$ cat config.mk
export PLATFORM = sky130hd
export DESIGN_NAME = lsu_mem_port
export DESIGN_NICKNAME = d
export VERILOG_FILES = /design/src/rtl/lsu_mem_port.sv
export SDC_FILE = /design/constraint.sdc
export NUM_CORES = 1
export LEC_CHECK = 0
export ABC_CLOCK_PERIOD_IN_PS = 4400
export BUFFER_PORTS_ARGS = -buffer_cell sky130_fd_sc_hd__buf_4
export CORE_MARGIN = 2
export CORE_UTILIZATION = 56
export DETAILED_ROUTE_END_ITERATION = 12
export PLACE_DENSITY = 0.9
export REMOVE_ABC_BUFFERS = 1
export SLEW_MARGIN = 20
export SYNTH_ARGS = -nofsm -noshare
export SYNTH_HDL_FRONTEND = slang
export SYNTH_SLANG_ARGS = --single-unit
$ cat constraint.sdc
create_clock -name clk -period 4.4 [get_ports clk]
set_input_delay 0 -clock clk [delete_from_list [all_inputs] [get_ports clk]]
set_output_delay 0 -clock clk [all_outputs]
set_load 0.02 [all_outputs]
$ cat src/rtl/lsu_mem_port.sv
// Load/store unit driving a word-wide data memory without byte enables.
// Sub-word stores are performed as read-modify-write; loads are lane-selected and extended.
module lsu_mem_port #(
   parameter int unsigned TIMEOUT = 255
) (
   input  logic        clk,
   input  logic        reset,
   input  logic        req_valid,
   output logic        req_ready,
   input  logic        mem_write,
   input  logic [2:0]  load_type,
   input  logic [1:0]  store_type,
   input  logic [31:0] addr,
   input  logic [31:0] wdata,
   output logic        rsp_valid,
   input  logic        rsp_ready,
   output logic [31:0] rdata,
   output logic        err,
   output logic        mem_req,
   output logic        mem_we,
   output logic [31:0] mem_addr,
   output logic [31:0] mem_wdata,
   input  logic        mem_ack,
   input  logic [31:0] mem_rdata
);

   typedef enum logic [1:0] {S_IDLE, S_RD, S_WR, S_RESP} state_t;

   localparam logic [15:0] TO_LAST = 16'(TIMEOUT - 1);

   state_t      state_q, state_d;
   logic [1:0]  off_q, off_d;
   logic [15:0] wlo_q, wlo_d;
   logic        write_q, write_d;
   logic [2:0]  ltype_q, ltype_d;
   logic [1:0]  stype_q, stype_d;
   logic [31:0] rdata_q, rdata_d;
   logic        err_q, err_d;
   logic [31:0] maddr_q, maddr_d;
   logic [31:0] mwdata_q, mwdata_d;
   logic [15:0] cnt_q, cnt_d;

   logic        illegal, misaligned;
   logic [7:0]  ld_byte;
   logic [15:0] ld_half;
   logic [31:0] ld_val;
   logic [31:0] merged;

   always_comb begin
      illegal    = mem_write ? (store_type == 2'b11) : (load_type > 3'd4);
      misaligned = 1'b0;
      if (mem_write) begin
         case (store_type)
            2'b00:   misaligned = (addr[1:0] != 2'b00);
            2'b01:   misaligned = addr[0];
            default: misaligned = 1'b0;
         endcase
      end else begin
         case (load_type)
            3'd1, 3'd4: misaligned = addr[0];
            3'd2:       misaligned = (addr[1:0] != 2'b00);
            default:    misaligned = 1'b0;
         endcase
      end
   end

   always_comb begin
      ld_byte = mem_rdata[{off_q, 3'b000} +: 8];
      ld_half = mem_rdata[{off_q[1], 4'b0000} +: 16];
      case (ltype_q)
         3'd0:    ld_val = {{24{ld_byte[7]}}, ld_byte};
         3'd1:    ld_val = {{16{ld_half[15]}}, ld_half};
         3'd3:    ld_val = {24'd0, ld_byte};
         3'd4:    ld_val = {16'd0, ld_half};
         default: ld_val = mem_rdata;
      endcase
   end

   // Per-lane merge of the store data into the word just read back.
   for (genvar gi = 0; gi < 4; gi++) begin : g_lane
      localparam logic [1:0] LANE = 2'(gi);
      assign merged[8*gi +: 8] =
         (stype_q == 2'b10 && off_q == LANE)       ? wlo_q[7:0] :
         (stype_q == 2'b01 && off_q[1] == LANE[1]) ? wlo_q[8*(gi%2) +: 8] :
                                                     mem_rdata[8*gi +: 8];
   end

   always_comb begin
      state_d  = state_q;
      off_d    = off_q;
      wlo_d    = wlo_q;
      write_d  = write_q;
      ltype_d  = ltype_q;
      stype_d  = stype_q;
      rdata_d  = rdata_q;
      err_d    = err_q;
      maddr_d  = maddr_q;
      mwdata_d = mwdata_q;
      cnt_d    = cnt_q;
      case (state_q)
         S_IDLE: if (req_valid) begin
            off_d   = addr[1:0];
            wlo_d   = wdata[15:0];
            write_d = mem_write;
            ltype_d = load_type;
            stype_d = store_type;
            if (illegal || misaligned) begin
               state_d = S_RESP;
               err_d   = 1'b1;
               rdata_d = 32'd0;
            end else begin
               maddr_d = {addr[31:2], 2'b00};
               cnt_d   = 16'd0;
               if (mem_write && store_type == 2'b00) begin
                  state_d  = S_WR;
                  mwdata_d = wdata;
               end else begin
                  state_d = S_RD;
               end
            end
         end
         S_RD: if (mem_ack) begin
            cnt_d = 16'd0;
            if (write_q) begin
               mwdata_d = merged;
               state_d  = S_WR;
            end else begin
               rdata_d = ld_val;
               err_d   = 1'b0;
               state_d = S_RESP;
            end
         end else if (cnt_q == TO_LAST) begin
            state_d = S_RESP;
            err_d   = 1'b1;
            rdata_d = 32'd0;
         end else begin
            cnt_d = cnt_q + 16'd1;
         end
         S_WR: if (mem_ack) begin
            state_d = S_RESP;
            err_d   = 1'b0;
            rdata_d = 32'd0;
         end else if (cnt_q == TO_LAST) begin
            state_d = S_RESP;
            err_d   = 1'b1;
            rdata_d = 32'd0;
         end else begin
            cnt_d = cnt_q + 16'd1;
         end
         S_RESP: if (rsp_ready) state_d = S_IDLE;
         default: state_d = S_IDLE;
      endcase
   end

   always_ff @(posedge clk) begin
      if (reset) begin
         state_q  <= S_IDLE;
         off_q    <= 2'd0;
         wlo_q    <= 16'd0;
         write_q  <= 1'b0;
         ltype_q  <= 3'd0;
         stype_q  <= 2'd0;
         rdata_q  <= 32'd0;
         err_q    <= 1'b0;
         maddr_q  <= 32'd0;
         mwdata_q <= 32'd0;
         cnt_q    <= 16'd0;
      end else begin
         state_q  <= state_d;
         off_q    <= off_d;
         wlo_q    <= wlo_d;
         write_q  <= write_d;
         ltype_q  <= ltype_d;
         stype_q  <= stype_d;
         rdata_q  <= rdata_d;
         err_q    <= err_d;
         maddr_q  <= maddr_d;
         mwdata_q <= mwdata_d;
         cnt_q    <= cnt_d;
      end
   end

   assign req_ready = (state_q == S_IDLE);
   assign rsp_valid = (state_q == S_RESP);
   assign mem_req   = (state_q == S_RD) || (state_q == S_WR);
   assign mem_we    = (state_q == S_WR);
   assign mem_addr  = maddr_q;
   assign mem_wdata = mwdata_q;
   assign rdata     = rdata_q;
   assign err       = err_q;

endmodule

==> out/results.txt <==
run status - finished, final reports clean
die area - 0.0130 mm^2
clock skew - 0.0110 ns
Global Route Usage Sum - 0.363
WP data required - 4.67 ns
Combinational Power Share - 0.377
crit path max fanout - 17
Clk Latency, worst-skew pair - 0.43 ns
critical path capture point type - flip-flop
first-pass GRT wire length - 36.8 mm
CTS Sinks - 137
Final Cycle Share - 0.708
Slew @ Worst Pin - 1.12 ns
clock buffer depth - 2
sw frac - 0.373
H-tree lvl count - 4
routed via count - 7355
Post-DP HPWL - 14.4 mm
final WL - 23.8 mm
number of flops mapped to enable cells by yosys - 0
post-synthesis cell area - 0.00677 mm^2
pwr/cell area - 508 mW/mm^2
non-filler instance count after layout - 1211
synthesized area per cell - 8.62 um^2
WS Path Type - reg2reg
crit path DAT - 3.38 ns
# DRC - 0
Via density - 6.07
type of the tightest min-delay check - in2reg
Int Power - 3.15 mW
Ant. Diodes - 0
worst vdd ir - 0.000363 V
RSZ-0062 raised after global routing - false
RePlAce Congestion - 0.880
share of cells above drive strength 1 - 0.259
internal reg-to-reg setup slack - 1.29 ns
Cell variety after synth - 66
core region area - 0.0119 mm^2
Mapped Cells - 785
clock transition at the registers of the reported paths - 0.05 ns
setup TNS - 0 ns
Num CTS Buffers - 17
Overall Power - 5.02 mW
post-cts sizing count - 0
Die W - 114 um
Static Leak - 4.22 nW
sw power - 1.87 mW
final setup fails - 0
root buf cell - clkbuf_16
# rows - 40
initial antenna violation count - 0
Max Slew Vio Count - 0
Initial DRC Count - 833
final hold vios - 0
maximum capacitance violations - 0
grt ovf - 0
asr flop ratio synth - 0
DR pass1 iterations - 6
post-route ant nets - 0
post-layout instance area - 0.00988 mm^2
DIE HEIGHT - 114 um
Seq/Total Area, Yosys - 0.405
# nets final - 1165
worst hold slack - 0.00728 ns
Main synth FF type - dfxtp_1
crit path time final - 3.11 ns
CTS tree - yes
Clk pwr share - 0.295
Reg power frac - 0.328
f_max - 321 MHz
port bufs - 205
placed insts - 1086
largest net degree at the start of global routing - 93
vias in the first global route - 7119
Ports - 208
Max-slew headroom - 0.252
Starting Density - 0.568
fillcell total - 660
yosys warns - 0
crit start category - flip-flop
Layout area overhead - 46.0%
Wirelength per Cell - 19.6 um
Synth Register Bits - 137
cell area after placement - 0.00833 mm^2
-- kinds of logic after synthesis --
group	after synthesis	share of synthesized area
xor gates and xnor gates	2	0.00259
muxes	88	0.133
other	1	0.000554
adders and majority gates	6	0.0111
buffers and inverters	67	0.0435
DFF	137	0.405
AOI/OAI and AO/OA	219	0.226
and+or+nand+nor	265	0.178
-- sequential cells by signal, summed over array words and instances, names as in the netlist, 3 cells and up --
name / flops
cnt_q: 16
mem_wdata: 32
mem_addr: 30
rdata: 32
wlo_q: 16
ltype_q: 3
-- path summary, 6_finish.rpt --
path / from / end / depth (start not counted)
max reg2reg: state_q[0] / rdata[27] / 8
max: state_q[0] / rdata[27] / 8
min reg2reg: mem_wdata[22] / mem_wdata[22] / 2
min: wdata[28] / mem_wdata[28] / 3
-- cell usage after synthesis (all sizes together), types with 2 or more instances --
library cell,instances,share of area
o21ai,30,0.023
a221o,2,0.0030
nand2b,6,0.0055
o31ai,7,0.0078
nor2,92,0.051
or4b,2,0.0035
nand4b,2,0.0026
a221oi,2,0.0026
buf,26,0.021
and2,2,0.0018
o211ai,16,0.018
ha,6,0.011
o22ai,9,0.0083
clkbuf,33,0.018
o21a,2,0.0022
nor4,2,0.0041
or4,7,0.0083
nand4,9,0.0083
a21boi,2,0.0022
o41ai,2,0.0026
o21bai,2,0.0028
a211oi,17,0.019
a21oi,77,0.059
inv,8,0.0044
nor3,8,0.0059
nand3,6,0.0044
nand2,106,0.059
xnor2,2,0.0026
nor2b,4,0.0037
a311oi,2,0.0026
o311ai,2,0.0052
or3,12,0.011
mux2,6,0.010
dfxtp,137,0.41
o2bb2ai,33,0.052
a21o,8,0.0089
mux2i,81,0.12
-- layout by cell type (no fill, tap or decap), drive strengths merged, types with 3 or more instances in the layout --
master         n
o21ai         30
a21oi         77
nor2          92
bufinv         3
or3           12
nand4          9
ha             6
o211ai        16
nor2b          4
nand2b         6
inv            8
o22ai          9
dfxtp        137
clkbuf        23
buf          212
a211oi        17
nand3          6
mux2i         81
o2bb2ai       33
or4            7
mux2           6
o31ai          7
nor3           8
nand2        106
clkinv         4
a21o           8
dlygate4sd3   94
-- repair_timing --
action,CTS,global route
hold buffers,94,0
endpoints found under the hold margin,110,0
setup buffers,0,0
-- per-layer routing --
| layer | vias up | GRT usage | part of all wire |
|---|---|---|---|
| met5 | - | 0 | 0 |
| met2 | 495 | 0.621 | 0.48 |
| li1 | 3367 | - | - |
| met4 | 0 | 0.165 | 0.041 |
| met3 | 100 | 0.100 | 0.10 |
| met1 | 3393 | 0.426 | 0.37 |
-- critical path, cell delays in order (launching register included) --
cell and delay [ns]:
dfxtp_1 0.33, inv_1 0.10, ha_1 0.42, nor2b_1 0.24, a311oi_1 0.07, inv_1 0.09
a311o_1 0.65, a221o_1 0.88, o2bb2ai_1 0.17
-- through the flow --
step / utilization / setup slack, ns
floorplan: - / -0.768
global placement: 0.699 / 1.53
detailed placement: 0.699 / 1.40
CTS: 0.829 / 1.36
global route: 0.829 / 1.11
finish: 0.829 / 1.29
-- cell type report --
cell class              count  area [um^2]  share of cell area
repair buffers            306         2530               0.256
clock inverters             8          118              0.0119
well taps                 147          184              0.0186
multi-input cells         582         3780               0.383
flip-flops and latches    137         2740               0.278
clock buffers              23          488              0.0494
inverters                   8         30.0             0.00304
-- power by group through the flow --
stage / clock network (mW) / logic [mW] / registers (mW)
floorplan: 0 / 0.933 / 1.80
global placement: 0 / 1.71 / 1.64
detailed placement: 0 / 1.75 / 1.65
CTS: 1.47 / 1.84 / 1.63
global route: 1.53 / 2.02 / 1.67
finish: 1.48 / 1.89 / 1.65
No activity file was read; power rests on OpenSTA's default activity.
